## src/rtl/stage_pkg.sv

```systemverilog
// stage_pkg: state encodings and stage geometry shared by the stage scroller.
package stage_pkg;

    localparam int STAGE_AW       = 9;
    localparam int STAGE_SW       = 2;
    localparam int ROWS_PER_STAGE = 1 << (STAGE_AW - STAGE_SW);
    localparam int LEN_LSB        = 0;

    typedef enum logic [2:0] {
        S_IDLE,
        S_HREQ,
        S_HLAT,
        S_RREQ,
        S_RLAT,
        S_HOLD,
        S_DONE
    } state_t;

endpackage

```

## src/rtl/stage_scroller.sv

```systemverilog
// stage_scroller: ROM-facing row sequencer; reads a stage header, then serves one row per tick.
// STAGE_SCROLLER_LOOP_EN makes a finished stage wrap back to row 1 instead of ending.
module stage_scroller
    import stage_pkg::*;
#(
    parameter int AW = STAGE_AW,
    parameter int DW = 32,
    parameter int SW = STAGE_SW
) (
    input  logic          clk,
    input  logic          rst,
    input  logic          start,
    input  logic [SW-1:0] stage_sel,
    input  logic          tick,
    output logic [AW-1:0] rom_addr,
    input  logic [DW-1:0] rom_data,
    output logic [DW-1:0] row,
    output logic          row_new,
    output logic          busy,
    output logic          done
);

    localparam int LW = AW - SW;

    state_t        state_q, state_d;
    logic [SW-1:0] sel_q, sel_d;
    logic [LW-1:0] ptr_q, ptr_d;
    logic [LW-1:0] len_q, len_d;
    logic          pend_q, pend_d;
    logic [AW-1:0] addr_q, addr_d;
    logic [DW-1:0] row_q, row_d;
    logic          row_new_q, row_new_d;
    logic          busy_q, busy_d;
    logic          done_q, done_d;

    // Addresses are built as {stage, offset} so an offset can never carry into the next stage.
    always_comb begin
        state_d   = state_q;
        sel_d     = sel_q;
        ptr_d     = ptr_q;
        len_d     = len_q;
        pend_d    = pend_q;
        addr_d    = addr_q;
        row_d     = row_q;
        row_new_d = 1'b0;
        if (start) begin
            sel_d   = stage_sel;
            addr_d  = {stage_sel, {LW{1'b0}}};
            ptr_d   = '0;
            pend_d  = 1'b0;
            state_d = S_HREQ;
        end else begin
            case (state_q)
                S_HREQ: begin
                    pend_d  = pend_q | tick;
                    state_d = S_HLAT;
                end
                S_HLAT: begin
                    len_d = rom_data[LEN_LSB +: LW];
                    if (rom_data[LEN_LSB +: LW] == '0) begin
                        pend_d  = 1'b0;
                        state_d = S_DONE;
                    end else begin
                        pend_d  = pend_q | tick;
                        ptr_d   = LW'(1);
                        addr_d  = {sel_q, LW'(1)};
                        state_d = S_RREQ;
                    end
                end
                S_RREQ: begin
                    pend_d  = pend_q | tick;
                    state_d = S_RLAT;
                end
                S_RLAT: begin
                    pend_d    = pend_q | tick;
                    row_d     = rom_data;
                    row_new_d = 1'b1;
                    state_d   = S_HOLD;
                end
                S_HOLD: begin
                    if (tick || pend_q) begin
                        pend_d = 1'b0;
                        if (ptr_q == len_q) begin
`ifdef STAGE_SCROLLER_LOOP_EN
                            ptr_d   = LW'(1);
                            addr_d  = {sel_q, LW'(1)};
                            state_d = S_RREQ;
`else
                            state_d = S_DONE;
`endif
                        end else begin
                            ptr_d   = ptr_q + LW'(1);
                            addr_d  = {sel_q, ptr_q + LW'(1)};
                            state_d = S_RREQ;
                        end
                    end
                end
                default: ;
            endcase
        end
        busy_d = (state_d != S_IDLE) && (state_d != S_DONE);
        done_d = (state_d == S_DONE);
    end

    always_ff @(posedge clk or posedge rst) begin
        if (rst) begin
            state_q   <= S_IDLE;
            sel_q     <= '0;
            ptr_q     <= '0;
            len_q     <= '0;
            pend_q    <= 1'b0;
            addr_q    <= '0;
            row_q     <= '0;
            row_new_q <= 1'b0;
            busy_q    <= 1'b0;
            done_q    <= 1'b0;
        end else begin
            state_q   <= state_d;
            sel_q     <= sel_d;
            ptr_q     <= ptr_d;
            len_q     <= len_d;
            pend_q    <= pend_d;
            addr_q    <= addr_d;
            row_q     <= row_d;
            row_new_q <= row_new_d;
            busy_q    <= busy_d;
            done_q    <= done_d;
        end
    end

    assign rom_addr = addr_q;
    assign row      = row_q;
    assign row_new  = row_new_q;
    assign busy     = busy_q;
    assign done     = done_q;

endmodule

```

## config.mk

```make
export PLATFORM = sky130hd
export DESIGN_NAME = stage_scroller
export DESIGN_NICKNAME = d
export VERILOG_FILES = /design/src/rtl/stage_pkg.sv /design/src/rtl/stage_scroller.sv
export SDC_FILE = /design/constraint.sdc
export NUM_CORES = 1
export LEC_CHECK = 0
export CAP_MARGIN = 20
export CORE_UTILIZATION = 50
export DETAILED_ROUTE_END_ITERATION = 7
export DONT_BUFFER_PORTS = 1
export HOLD_SLACK_MARGIN = 0.02
export PLACE_DENSITY = 0.65
export SYNTH_ARGS = -nofsm -noshare
export SYNTH_HDL_FRONTEND = slang
export SYNTH_SLANG_ARGS = --single-unit
```

## constraint.sdc

```tcl
create_clock -name clk -period 3.4 [get_ports clk]
set_input_delay 0.34 -clock clk [delete_from_list [all_inputs] [get_ports clk]]
set_output_delay 0.34 -clock clk [all_outputs]
set_load 0.01 [all_outputs]
```

==> summary.md <==
## Power and ir drop
- Pleak: 0.00126 uW
- VDD IR-drop max: 0.465 mV
- Pwr Density: 862 mW/mm^2

## Die
- die area: 0.00520 mm^2
- height of the die: 72.1 um
- initial core utilization: 52.1%
- standard cell core area: 0.00472 mm^2
- floorplan die width: 72.1 um
- I/O pin total: 82
- number of rows in the core area: 25

## Global route
- number of antenna violations at the first check in global routing: 0
- total gr overflow: 0
- global routing usage summed across all routing layers: 21.0%
- first-pass GRT wire length: 8.10 mm
- number of global-route vias before repair: 1650
- pin count of the biggest net entering global routing: 58

## Run
- Max Cap Viol: 0

## CTS
- CTS Hold Bufs: 0
- post-cts sizing count: 0
- buffer type at the clock tree root: clkbuf_8
- Post-CTS Repair Setup Buffers: 0
- clock tree from TritonCTS: built
- clock-pin slew on the worst setup and hold paths: 0.07 ns
- H-tree level count: 3
- total number of clock tree sinks: 57
- Max Root-Sink Buffers: 2
- number of buffers created by CTS: 9
- clock latency of the later-clocked register in the worst-skew pair: 0.34 ns

## Layout
- number of antenna cells inserted: 0
- commonest non-fill, non-tap cell in the layout: dfrtp_1
- share of post-route cells with drive strength above 1: 33.7%
- commonest non-fill, non-tap cells in the layout: 57 x dfrtp_1, 43 x mux2_2, 10 x clkbuf_8
- number of nets at the end of the flow: 230
- Layout Cells excl Fill: 263
- final instance area: 0.00278 mm^2
- share of the core filled with cells in the final layout: 58.9%
- layout overhead on the synthesized area: 13.1%

## Place
- area after detailed placement: 0.00251 mm^2
- placed cell count: 245
- detailed placement HPWL: 3.44 mm
- GP Congestion: 0.934
- IO Port Bufs: 0

## Drt
- Wirelength per Cell: 18.9 um
- initial DRC count: 212
- count of vias placed by the detailed router: 1515
- total wirelength of the detailed-routed design: 4.97 mm
- First-pass DRT Iterations: 4
- vias per cell: 5.76
- number of routed nets with antenna violations: 0
- post-route DRC violation count: 0

## Worst setup path
- type of the setup path with the least slack: reg2reg
- type of origin of the critical path: register
- Crit path max-delay family: compound AO/OA/AOI/OAI gates
- critical-path maximum fanout: 7
- register-to-register setup slack: 1.41 ns
- crit path capture type: register
- cell depth of the worst flop-to-flop path: 5
- crit path cell chain: xor2_1 > nor3_1 > a211oi_1 > a311oi_1 > a211oi_1
- reg2reg start: ptr_q[0]$_DFFE_PP0P_
- cell repeated most along the worst path: a211oi_1
- critical path data required time: 3.59 ns
- number of buffers and inverters on the critical path: 0
- highest cell delay on the worst timing path: 0.52 ns
- slowest CP cell: dfrtp_1
- CP arrival: 2.19 ns
- Reg2Reg Capture Point: ptr_q[0]$_DFFE_PP0P_

## Status
- run status: finished, final reports clean

## Worst hold path
- endpoint of the worst hold-timing path: ptr_q[0]$_DFFE_PP0P_
- hold crit path type: in2reg
- beginning of the worst hold path: start
- worst hold path cell count: 1

## Logic synthesis
- proportion of synthesized chip area in sequential cells: 58.0%
- count of unique library cells instantiated by Yosys: 40
- synthesis warning total: 0
- most area-hungry cell type in the Yosys netlist: dfrtp_1
- Post-Syn Nets: 225
- per-instance average area after synthesis: 13.2 um^2
- top area cells in the synthesized netlist: dfrtp_1 58%, mux2_2 20%, xor2_1 2.8%
- number of instances in the synthesized netlist: 186
- combined area of all synthesized cells: 0.00246 mm^2
- area share of the largest cell type after synthesis: 58.0%
- Yosys reg bits: 57

## STA
- setup violation total in the final timing report: 0
- unrepaired setup endpoints after global routing: no
- Max Clock Skew: 0.0100 ns
- final slew viol count: 0
- highest clock rate: 502 MHz
- part of the cycle the worst path needs: 58.6%
- setup TNS: 0 ns
- Tightest Pin Transition: 0.652 ns
- Final Critical Period: 1.99 ns
- worst relative slew slack: 56.2%
- hold violation count in the final report: 0

per-stage QoR:
stage               hold slack (ns)  total power [uW]  setup WS [ns]
floorplan                     0.468              1530           1.66
global route                 0.0554              2520           1.28
finish                       0.0624              2400           1.41
detailed placement            0.415              1640           1.47
global placement              0.413              1600           1.49
CTS                          0.0541              2410           1.43
logic make-up (layout without fill, tap and decap cells):
group	Yosys count	count (layout)	share of synthesized area, %
AO/OA/AOI/OAI	23	23	6.76
multiplexers	45	45	20.5
AND/OR/NAND/NOR	38	38	8.80
flip-flops	57	57	58.0
XOR/XNOR	8	8	2.85
buffers and inverters	14	24	2.59
adder cells (fa/ha/maj)	1	1	0.509
cells in the mapped netlist (all sizes together):
cell type  instances
and3               3
nor2               3
buf                7
a21oi              3
a211oi             2
nand2              8
nor4               3
o211ai             2
o221ai             1
nand2b             3
clkbuf             2
inv                5
a31oi              1
a311oi             1
mux2i              2
a211o              1
nor3               3
o22a               1
ha                 1
nand3              3
xor2               8
and2               2
a2111oi            1
nor3b              2
a21o               1
dfrtp             57
or4                2
or2                1
a21boi             3
o31ai              2
or3                1
mux2              43
nor2b              2
o21ai              4
nand4              2
routing by layer:
layer / vias up / track usage, % / routed length, um
met1: 754 / 25.0 / 1940
met5: - / 0 / 0
li1: 673 / - / -
met3: 19 / 9.86 / 417
met4: 0 / 10.7 / 130
met2: 69 / 32.1 / 2480
sequential cells by signal, summed over array words and instances, names as in the netlist:
| register | flops |
|---|---|
| rom_addr | 3 |
| pend_q | 1 |
| row | 32 |
| state_q | 3 |
| done | 1 |
| sel_q | 2 |
| len_q | 7 |
| row_new | 1 |
| ptr_q | 6 |
| busy | 1 |
worst max path at each step:
stage	startpoint	to	depth (start not counted)
final	ptr_q[0]$_DFFE_PP0P_	ptr_q[0]$_DFFE_PP0P_	5
after detailed placement	state_q[1]$_DFF_PP0_	row[10]$_DFFE_PP0P_	4
after global routing	state_q[0]$_DFF_PP0_	ptr_q[3]$_DFFE_PP0P_	5
after global placement	state_q[0]$_DFF_PP0_	ptr_q[3]$_DFFE_PP0P_	5
after CTS	state_q[1]$_DFF_PP0_	row[25]$_DFFE_PP0P_	4
after floorplan	rst	busy$_DFF_PP0_	1
report_power, final:
part	internal, uW	switching [uW]
Sequential	937	306
Combinational	239	151
Clock	502	263
Total	1680	719
final cells by class:
cell class              count  area, um^2
inverters                   5        18.8
flip-flops and latches     57        1430
clock buffers              10         138
fillers                   379        1940
repair buffers              3        37.5
clock inverters             6         105
well taps                  67        83.8
multi-input cells         115         972
Note: power is estimated with default switching activity, not from simulation.
